--- src/rtl/vscale_md_issue.sv ---
// vscale_md_issue
//   Pipeline-side initiator for the shared multiply/divide unit. It decodes an
//   RV32M funct3 into the unit's op, signedness and output-select fields and
//   issues one request per instruction. It waits for the result and returns it
//   as a one-cycle writeback. The pipeline is held stalled until that
//   writeback. It also recovers from kill and from a unit that never answers.
//
// Ports
//   clk, reset_n                     clock, asynchronous active-low reset
//   dx_md_valid/funct3/rs1/rs2/rd    decoded RV32M instruction from execute
//   kill                             flush of the execute-stage instruction
//   stall                            combinational pipeline hold
//   wb_valid/wb_rd/wb_data           registered one-cycle writeback
//   err_timeout                      sticky "unit never answered" flag
//   req_valid/req_ready              request handshake to the unit
//   req_op/req_in_*_signed/req_out_sel/req_rm/req_in_1/req_in_2
//                                    request fields, stable while req_valid
//   resp_valid/resp_result           one-cycle result strobe from the unit
module vscale_md_issue #(
  parameter  int TIMEOUT      = 40,
  localparam int MDF_OP_WIDTH = 2
) (
  input  logic                    clk,
  input  logic                    reset_n,
  input  logic                    dx_md_valid,
  input  logic [2:0]              dx_funct3,
  input  logic [31:0]             dx_rs1,
  input  logic [31:0]             dx_rs2,
  input  logic [4:0]              dx_rd,
  input  logic                    kill,
  output logic                    stall,
  output logic                    wb_valid,
  output logic [4:0]              wb_rd,
  output logic [31:0]             wb_data,
  output logic                    err_timeout,
  output logic                    req_valid,
  input  logic                    req_ready,
  output logic [MDF_OP_WIDTH-1:0] req_op,
  output logic                    req_in_1_signed,
  output logic                    req_in_2_signed,
  output logic                    req_out_sel,
  output logic [2:0]              req_rm,
  output logic [31:0]             req_in_1,
  output logic [31:0]             req_in_2,
  input  logic                    resp_valid,
  input  logic [31:0]             resp_result
);

  // Unit encodings (mirrors vscale_md_constants.vh)
  localparam logic [MDF_OP_WIDTH-1:0] MDF_OP_MUL = 2'd0;
  localparam logic [MDF_OP_WIDTH-1:0] MDF_OP_DIV = 2'd1;
  localparam logic                    MD_OUT_LO  = 1'b0;
  localparam logic                    MD_OUT_HI  = 1'b1;

  localparam logic [2:0] S_IDLE  = 3'd0;
  localparam logic [2:0] S_REQ   = 3'd1;
  localparam logic [2:0] S_BUSY  = 3'd2;
  localparam logic [2:0] S_DRAIN = 3'd3;
  localparam logic [2:0] S_DONE  = 3'd4;

  // Last counter value before giving up on the unit
  localparam logic [5:0] TO_LAST = 6'(TIMEOUT - 1);

  logic [2:0]              r_state;
  logic [5:0]              r_cnt;
  logic [4:0]              r_rd;
  logic                    r_req_valid;
  logic [MDF_OP_WIDTH-1:0] r_op;
  logic                    r_s1;
  logic                    r_s2;
  logic                    r_sel;
  logic [31:0]             r_in_1;
  logic [31:0]             r_in_2;
  logic                    r_wb_valid;
  logic [4:0]              r_wb_rd;
  logic [31:0]             r_wb_data;
  logic                    r_err;

  logic [MDF_OP_WIDTH-1:0] w_op;
  logic                    w_s1;
  logic                    w_s2;
  logic                    w_sel;

  // funct3 -> unit fields. Divides always use equal signedness on both inputs.
  always_comb begin
    w_op  = MDF_OP_MUL;
    w_s1  = 1'b0;
    w_s2  = 1'b0;
    w_sel = MD_OUT_LO;
    case (dx_funct3)
      3'b000: begin w_op = MDF_OP_MUL; w_s1 = 1'b0; w_s2 = 1'b0; w_sel = MD_OUT_LO; end
      3'b001: begin w_op = MDF_OP_MUL; w_s1 = 1'b1; w_s2 = 1'b1; w_sel = MD_OUT_HI; end
      3'b010: begin w_op = MDF_OP_MUL; w_s1 = 1'b1; w_s2 = 1'b0; w_sel = MD_OUT_HI; end
      3'b011: begin w_op = MDF_OP_MUL; w_s1 = 1'b0; w_s2 = 1'b0; w_sel = MD_OUT_HI; end
      3'b100: begin w_op = MDF_OP_DIV; w_s1 = 1'b1; w_s2 = 1'b1; w_sel = MD_OUT_HI; end
      3'b101: begin w_op = MDF_OP_DIV; w_s1 = 1'b0; w_s2 = 1'b0; w_sel = MD_OUT_HI; end
      3'b110: begin w_op = MDF_OP_DIV; w_s1 = 1'b1; w_s2 = 1'b1; w_sel = MD_OUT_LO; end
      3'b111: begin w_op = MDF_OP_DIV; w_s1 = 1'b0; w_s2 = 1'b0; w_sel = MD_OUT_LO; end
      default: ;
    endcase
  end

  always_ff @(posedge clk or negedge reset_n) begin
    if (!reset_n) begin
      r_state     <= S_IDLE;
      r_cnt       <= '0;
      r_rd        <= '0;
      r_req_valid <= 1'b0;
      r_op        <= '0;
      r_s1        <= 1'b0;
      r_s2        <= 1'b0;
      r_sel       <= 1'b0;
      r_in_1      <= '0;
      r_in_2      <= '0;
      r_wb_valid  <= 1'b0;
      r_wb_rd     <= '0;
      r_wb_data   <= '0;
      r_err       <= 1'b0;
    end else begin
      case (r_state)
        S_IDLE: begin
          if (dx_md_valid && !kill) begin
            r_op        <= w_op;
            r_s1        <= w_s1;
            r_s2        <= w_s2;
            r_sel       <= w_sel;
            r_in_1      <= dx_rs1;
            r_in_2      <= dx_rs2;
            r_rd        <= dx_rd;
            r_req_valid <= 1'b1;
            r_state     <= S_REQ;
          end
        end
        S_REQ: begin
          if (r_req_valid && req_ready) begin
            r_req_valid <= 1'b0;
            r_cnt       <= '0;
            // A kill on the accepting edge cannot withdraw the request the
            // unit has already taken, so its result is drained and dropped.
            r_state     <= kill ? S_DRAIN : S_BUSY;
          end else if (kill) begin
            r_req_valid <= 1'b0;
            r_state     <= S_IDLE;
          end
        end
        S_BUSY: begin
          r_cnt <= r_cnt + 6'd1;
          if (resp_valid) begin
            if (!kill) begin
              r_wb_valid <= 1'b1;
              r_wb_rd    <= r_rd;
              r_wb_data  <= resp_result;
              r_state    <= S_DONE;
            end else begin
              r_state    <= S_IDLE;
            end
          end else if (r_cnt == TO_LAST) begin
            // Checked ahead of kill so a dead unit is never waited on in DRAIN
            r_err   <= 1'b1;
            r_state <= S_IDLE;
          end else if (kill) begin
            r_state <= S_DRAIN;
          end
        end
        S_DRAIN: begin
          r_cnt <= r_cnt + 6'd1;
          if (resp_valid) begin
            r_state <= S_IDLE;
          end else if (r_cnt == TO_LAST) begin
            r_err   <= 1'b1;
            r_state <= S_IDLE;
          end
        end
        S_DONE: begin
          r_wb_valid <= 1'b0;
          r_state    <= S_IDLE;
        end
        default: r_state <= S_IDLE;
      endcase
    end
  end

  // Released in DONE so the pipeline advances on the writeback edge
  assign stall           = dx_md_valid & ~kill & (r_state != S_DONE);
  assign wb_valid        = r_wb_valid;
  assign wb_rd           = r_wb_rd;
  assign wb_data         = r_wb_data;
  assign err_timeout     = r_err;
  assign req_valid       = r_req_valid;
  assign req_op          = r_op;
  assign req_in_1_signed = r_s1;
  assign req_in_2_signed = r_s2;
  assign req_out_sel     = r_sel;
  assign req_rm          = 3'b000;
  assign req_in_1        = r_in_1;
  assign req_in_2        = r_in_2;

endmodule

--- config.mk ---
export PLATFORM = sky130hd
export DESIGN_NAME = vscale_md_issue
export DESIGN_NICKNAME = d
export VERILOG_FILES = /design/src/rtl/vscale_md_issue.sv
export SDC_FILE = /design/constraint.sdc
export NUM_CORES = 1
export LEC_CHECK = 0
export ABC_CLOCK_PERIOD_IN_PS = 1700
export BUFFER_PORTS_ARGS = -buffer_cell sky130_fd_sc_hd__buf_2
export CELL_PAD_IN_SITES_DETAIL_PLACEMENT = 0
export CELL_PAD_IN_SITES_GLOBAL_PLACEMENT = 2
export CORE_ASPECT_RATIO = 1.5
export CORE_MARGIN = 2
export CORE_UTILIZATION = 30
export CTS_CLUSTER_SIZE = 28
export DETAILED_ROUTE_END_ITERATION = 12
export GPL_ROUTABILITY_DRIVEN = 0
export PLACE_DENSITY = 0.77
export SETUP_SLACK_MARGIN = 0.02
export SLEW_MARGIN = 20
export SYNTH_ARGS = -nofsm -noshare
export SYNTH_HDL_FRONTEND = slang
export SYNTH_SLANG_ARGS = --single-unit
--- constraint.sdc ---
create_clock -name clk -period 1.7 [get_ports clk]
set_input_delay 0.51 -clock clk [delete_from_list [all_inputs] [get_ports clk]]
set_output_delay 0.51 -clock clk [all_outputs]
set_load 0.02 [all_outputs]
==> impl_table.tex <==
\begin{tabular}{lr}
\hline
Metric & Value \\
\hline
\multicolumn{2}{l}{\textbf{STA}} \\
\quad Post-route minimum period & 1700 ps \\
\quad RSZ-0062 raised after global routing & yes \\
\quad Number of failing setup endpoints in the final timing report & 1 \\
\quad Fin Clk Skew & 10.9 ps \\
\quad Count of final hold-check violations & 0 \\
\quad Setup TNS & -0.477 ps \\
\quad Fin. max-slew vios & 0 \\
\quad Hold WS & about 100 ps \\
\quad Setup slack of the critical path after layout & -0.477 ps \\
\quad Share of the clock period used by the worst path after layout & 1.00 \\
\quad Highest Clock Rate & 588 MHz \\
\multicolumn{2}{l}{\textbf{Clock network}} \\
\quad H-tree levels & 4 \\
\quad Worst-Skew Late Latency & just over 400 ps \\
\quad Number of buffers between clock root and the deepest sink & 2 \\
\quad Clock-pin slew on the worst setup and hold paths & about 60 ps \\
\quad Number of clock buffers inserted by TritonCTS & 17 \\
\quad Post-CTS Hold Buffers & 0 \\
\quad Sink Count & 122 \\
\quad Clock root cell & sky130\_fd\_sc\_hd\_\_clkbuf\_16 \\
\quad Clock tree from TritonCTS & built \\
\multicolumn{2}{l}{\textbf{Synth}} \\
\quad Largest area contributor in the synthesized netlist & sky130\_fd\_sc\_hd\_\_dfrtp\_1 \\
\quad Most frequently used flop master after synthesis & sky130\_fd\_sc\_hd\_\_dfrtp\_1 \\
\quad Synth top area cells & sky130\_fd\_sc\_hd\_\_dfrtp\_1 63\%, sky130\_fd\_sc\_hd\_\_mux2\_2 23\%, sky130\_fd\_sc\_hd\_\_mux2\_1 2.3\% \\
\quad Mean Syn Cell Area & about 15 µm² \\
\quad Synth top area share & 0.630 \\
\quad Share of synthesized area occupied by flip-flops and latches & 0.630 \\
\quad Cell types with the highest counts after synthesis & 122 x sky130\_fd\_sc\_hd\_\_dfrtp\_1, 100 x sky130\_fd\_sc\_hd\_\_mux2\_2, 10 x sky130\_fd\_sc\_hd\_\_mux2\_1 \\
\quad Cell area after technology mapping & 4850 µm² \\
\quad Share of flip-flops with an asynchronous set or reset & 1.00 \\
\quad Gate count after technology mapping & around 310 \\
\quad Library cell with the highest instance count after synthesis & sky130\_fd\_sc\_hd\_\_dfrtp\_1 \\
\quad Number of enable flip-flop cells after synthesis & 0 \\
\quad Yosys warnings & 0 \\
\quad Flip-flop and latch count after synthesis & around 120 \\
\quad Distinct cell type count after synthesis & 38 \\
\multicolumn{2}{l}{\textbf{Final layout}} \\
\quad Number of inserted filler cells in the final layout & about 1500 \\
\quad Fin util & 0.441 \\
\quad Area Growth Syn to Fin & 43.5\% \\
\quad Sequential cell area & 3050 µm² \\
\quad Number of nets in the layout & between 600 and 700 \\
\quad Multi-input logic area & $\sim$1600 µm² \\
\quad Share of final-layout standard cells stronger than drive strength 1 & 0.665 \\
\multicolumn{2}{l}{\textbf{Detailed routing}} \\
\quad Routed via count & 3414 \\
\quad Total iterations of the first detailed-routing run & 4 \\
\quad 1st-iter DRT viols & 80 \\
\quad DR DRC count & 0 \\
\quad Mean routed wirelength per cell & $\sim$15 µm \\
\quad Overall routed net length & around 12000 µm \\
\quad ANT nets after route & 0 \\
\quad Vias per inst & 4.41 \\
\multicolumn{2}{l}{\textbf{Setup path}} \\
\quad Critical path class & reg2out \\
\quad Setup crit end kind & output pin \\
\quad Required time worst endpoint & 1190 ps \\
\quad Max stage delay on crit path & roughly 430 ps \\
\quad CP delay by family, top & flip-flops \\
\quad Critical-path top delay cell & sky130\_fd\_sc\_hd\_\_dfrtp\_1 \\
\quad Crit start category & flip-flop \\
\quad Crit path DAT & 1190 ps \\
\quad Worst Path Buf+Inv & 1 \\
\quad Cells along the critical path & nor2\_2 -> a21boi\_2 -> buf\_4 \\
\quad Critical path peak fanout & 5 \\
\multicolumn{2}{l}{\textbf{Global routing}} \\
\quad Overall global routing resource usage & 0.139 \\
\quad Initial antenna violation count & 0 \\
\quad Number of global-route vias before repair & around 3700 \\
\quad GR Overflow Total & 0 \\
\quad First-pass GRT wire length & 18500 µm \\
\quad Largest net degree at the start of global routing & 63 \\
\multicolumn{2}{l}{\textbf{Power and ir drop}} \\
\quad Pwr per Cell Area & $\sim$2000 nW/µm² \\
\quad Maximum ir drop on the vdd rail & between 0.8 and 0.9 mV \\
\quad Reported leakage power & approximately 3.5 nW \\
\quad Overall Power & 14.2 mW \\
\multicolumn{2}{l}{\textbf{Hold path}} \\
\quad HP Class & in2async \\
\multicolumn{2}{l}{\textbf{Floorplan}} \\
\quad Top-Level Pins & approximately 220 \\
\quad Starting density of the core & 0.308 \\
\quad Core Area & about 16000 µm² \\
\quad Die Width & roughly 110 µm \\
\quad Die Ht & between 150 and 200 µm \\
\quad Number of core rows & 56 \\
\quad Die outline area & between 15000 and 20000 µm² \\
\multicolumn{2}{l}{\textbf{Run status}} \\
\quad Result of the run & finished with violations \\
\quad Violations in the final reports & negative setup slack \\
\multicolumn{2}{l}{\textbf{Placed design}} \\
\quad Final HPWL DP & 8980 µm \\
\quad \# port buffers & 218 \\
\multicolumn{2}{l}{\textbf{Job}} \\
\quad Max-cap violations & 0 \\
\hline
\end{tabular}
==> layout by cell type (no fill, tap or decap), types with 2 or more instances in the layout <==
cell type	instances
sky130_fd_sc_hd__clkinv_4	2
sky130_fd_sc_hd__buf_4	17
sky130_fd_sc_hd__buf_2	216
sky130_fd_sc_hd__a21oi_1	4
sky130_fd_sc_hd__mux2_1	10
sky130_fd_sc_hd__nand3b_1	3
sky130_fd_sc_hd__nor2_1	3
sky130_fd_sc_hd__ha_1	3
sky130_fd_sc_hd__or3_1	2
sky130_fd_sc_hd__nand2b_1	3
sky130_fd_sc_hd__conb_1	4
sky130_fd_sc_hd__buf_12	7
sky130_fd_sc_hd__clkbuf_16	17
sky130_fd_sc_hd__inv_1	5
sky130_fd_sc_hd__nor2b_1	2
sky130_fd_sc_hd__dfrtp_1	121
sky130_fd_sc_hd__mux2i_1	2
sky130_fd_sc_hd__o21ai_0	7
sky130_fd_sc_hd__bufinv_16	4
sky130_fd_sc_hd__mux2_2	100
sky130_fd_sc_hd__clkinvlp_4	3
sky130_fd_sc_hd__nand2_1	8
sky130_fd_sc_hd__inv_6	3
==> path summary, 6_finish.rpt <==
check	startpoint	end	slack, ps	cells after the start
worst max register to register	r_state[1]$_DFFE_PN0P_	wb_data[0]$_DFFE_PN0P_	80	5
worst min-delay path	reset_n	wb_data[8]$_DFFE_PN0P_	100	2
min in group clk	resp_result[18]	wb_data[18]$_DFFE_PN0P_	330	2
worst max-delay path	r_state[0]$_DFFE_PN0P_	stall	-0.5	3
worst min register to register	wb_data[23]$_DFFE_PN0P_	wb_data[23]$_DFFE_PN0P_	480	1
max in group asynchronous	reset_n	r_state[1]$_DFFE_PN0P_	1280	2
==> registers in the layout (all words and copies together) (netlist names) <==
signal and flops:
req_in_2_signed 1, req_out_sel 1, wb_data 32, wb_valid 1, r_rd 5, err_timeout 1
req_in_1 32, req_op 1, wb_rd 5, req_in_1_signed 1, r_state 3, req_in_2 32
r_cnt 6, req_valid 1
==> routing by layer <==
metal,global-route usage,up-vias,routed length [µm]
li1,-,1589,-
met1,0.140,1654,4160
met2,0.255,150,6440
met3,0.0396,21,777
met4,0.0723,0,335
met5,0,-,0
==> area by class of cell <==
type,count,area share
Antenna cell,1,0.000360
Timing Repair Buffer,241,0.195
Clock buffer,18,0.0631
Sequential cell,122,0.439
Clock inverter,13,0.0275
Tap cell,203,0.0365
Multi-Input combinational cell,171,0.236
Inverter,5,0.00270
==> kinds of logic (layout without fill, tap and decap cells) <==
| family | Yosys count | after routing | synth area share |
|---|---|---|---|
| muxes | 112 | 112 | 0.260 |
| DFF | 122 | 122 | 0.630 |
| adders and majority gates | 3 | 3 | 0.00774 |
| other | 1 | 5 | 0.000773 |
| and+or+nand+nor | 32 | 32 | 0.0387 |
| AOI/OAI and AO/OA | 19 | 19 | 0.0248 |
| xor gates and xnor gates | 1 | 1 | 0.00181 |
| buffers and inverters | 23 | 277 | 0.0369 |
==> per-stage QoR <==
stage | worst slack, ps | area [µm²] | cells
6_report | -0.477 | 6960 | 774
5_1_grt | -41.2 | 6960 | 773
4_1_cts | -40.1 | 6940 | 772
3_5_place_dp | -88.7 | 6280 | 738
3_3_place_gp | -50.9 | 6280 | 738
2_1_floorplan | 76.0 | 4860 | 316
==> where the power goes <==
part / switching (mW) / internal [mW] / leakage, nW
sequential: 0.683 / 4.31 / 1.49
combinational: 3.05 / 2.34 / 1.70
clock: 1.33 / 2.50 / 0.299
total: 5.06 / 9.15 / 3.50
==> what timing repair did <==
item,4_1_cts,5_1_grt
buffers inserted,3,1
pin swaps,1,1
setup endpoints to repair,1,23
resized for setup,5,1
cloned,0,0
Power figures use the tool's default switching activity.
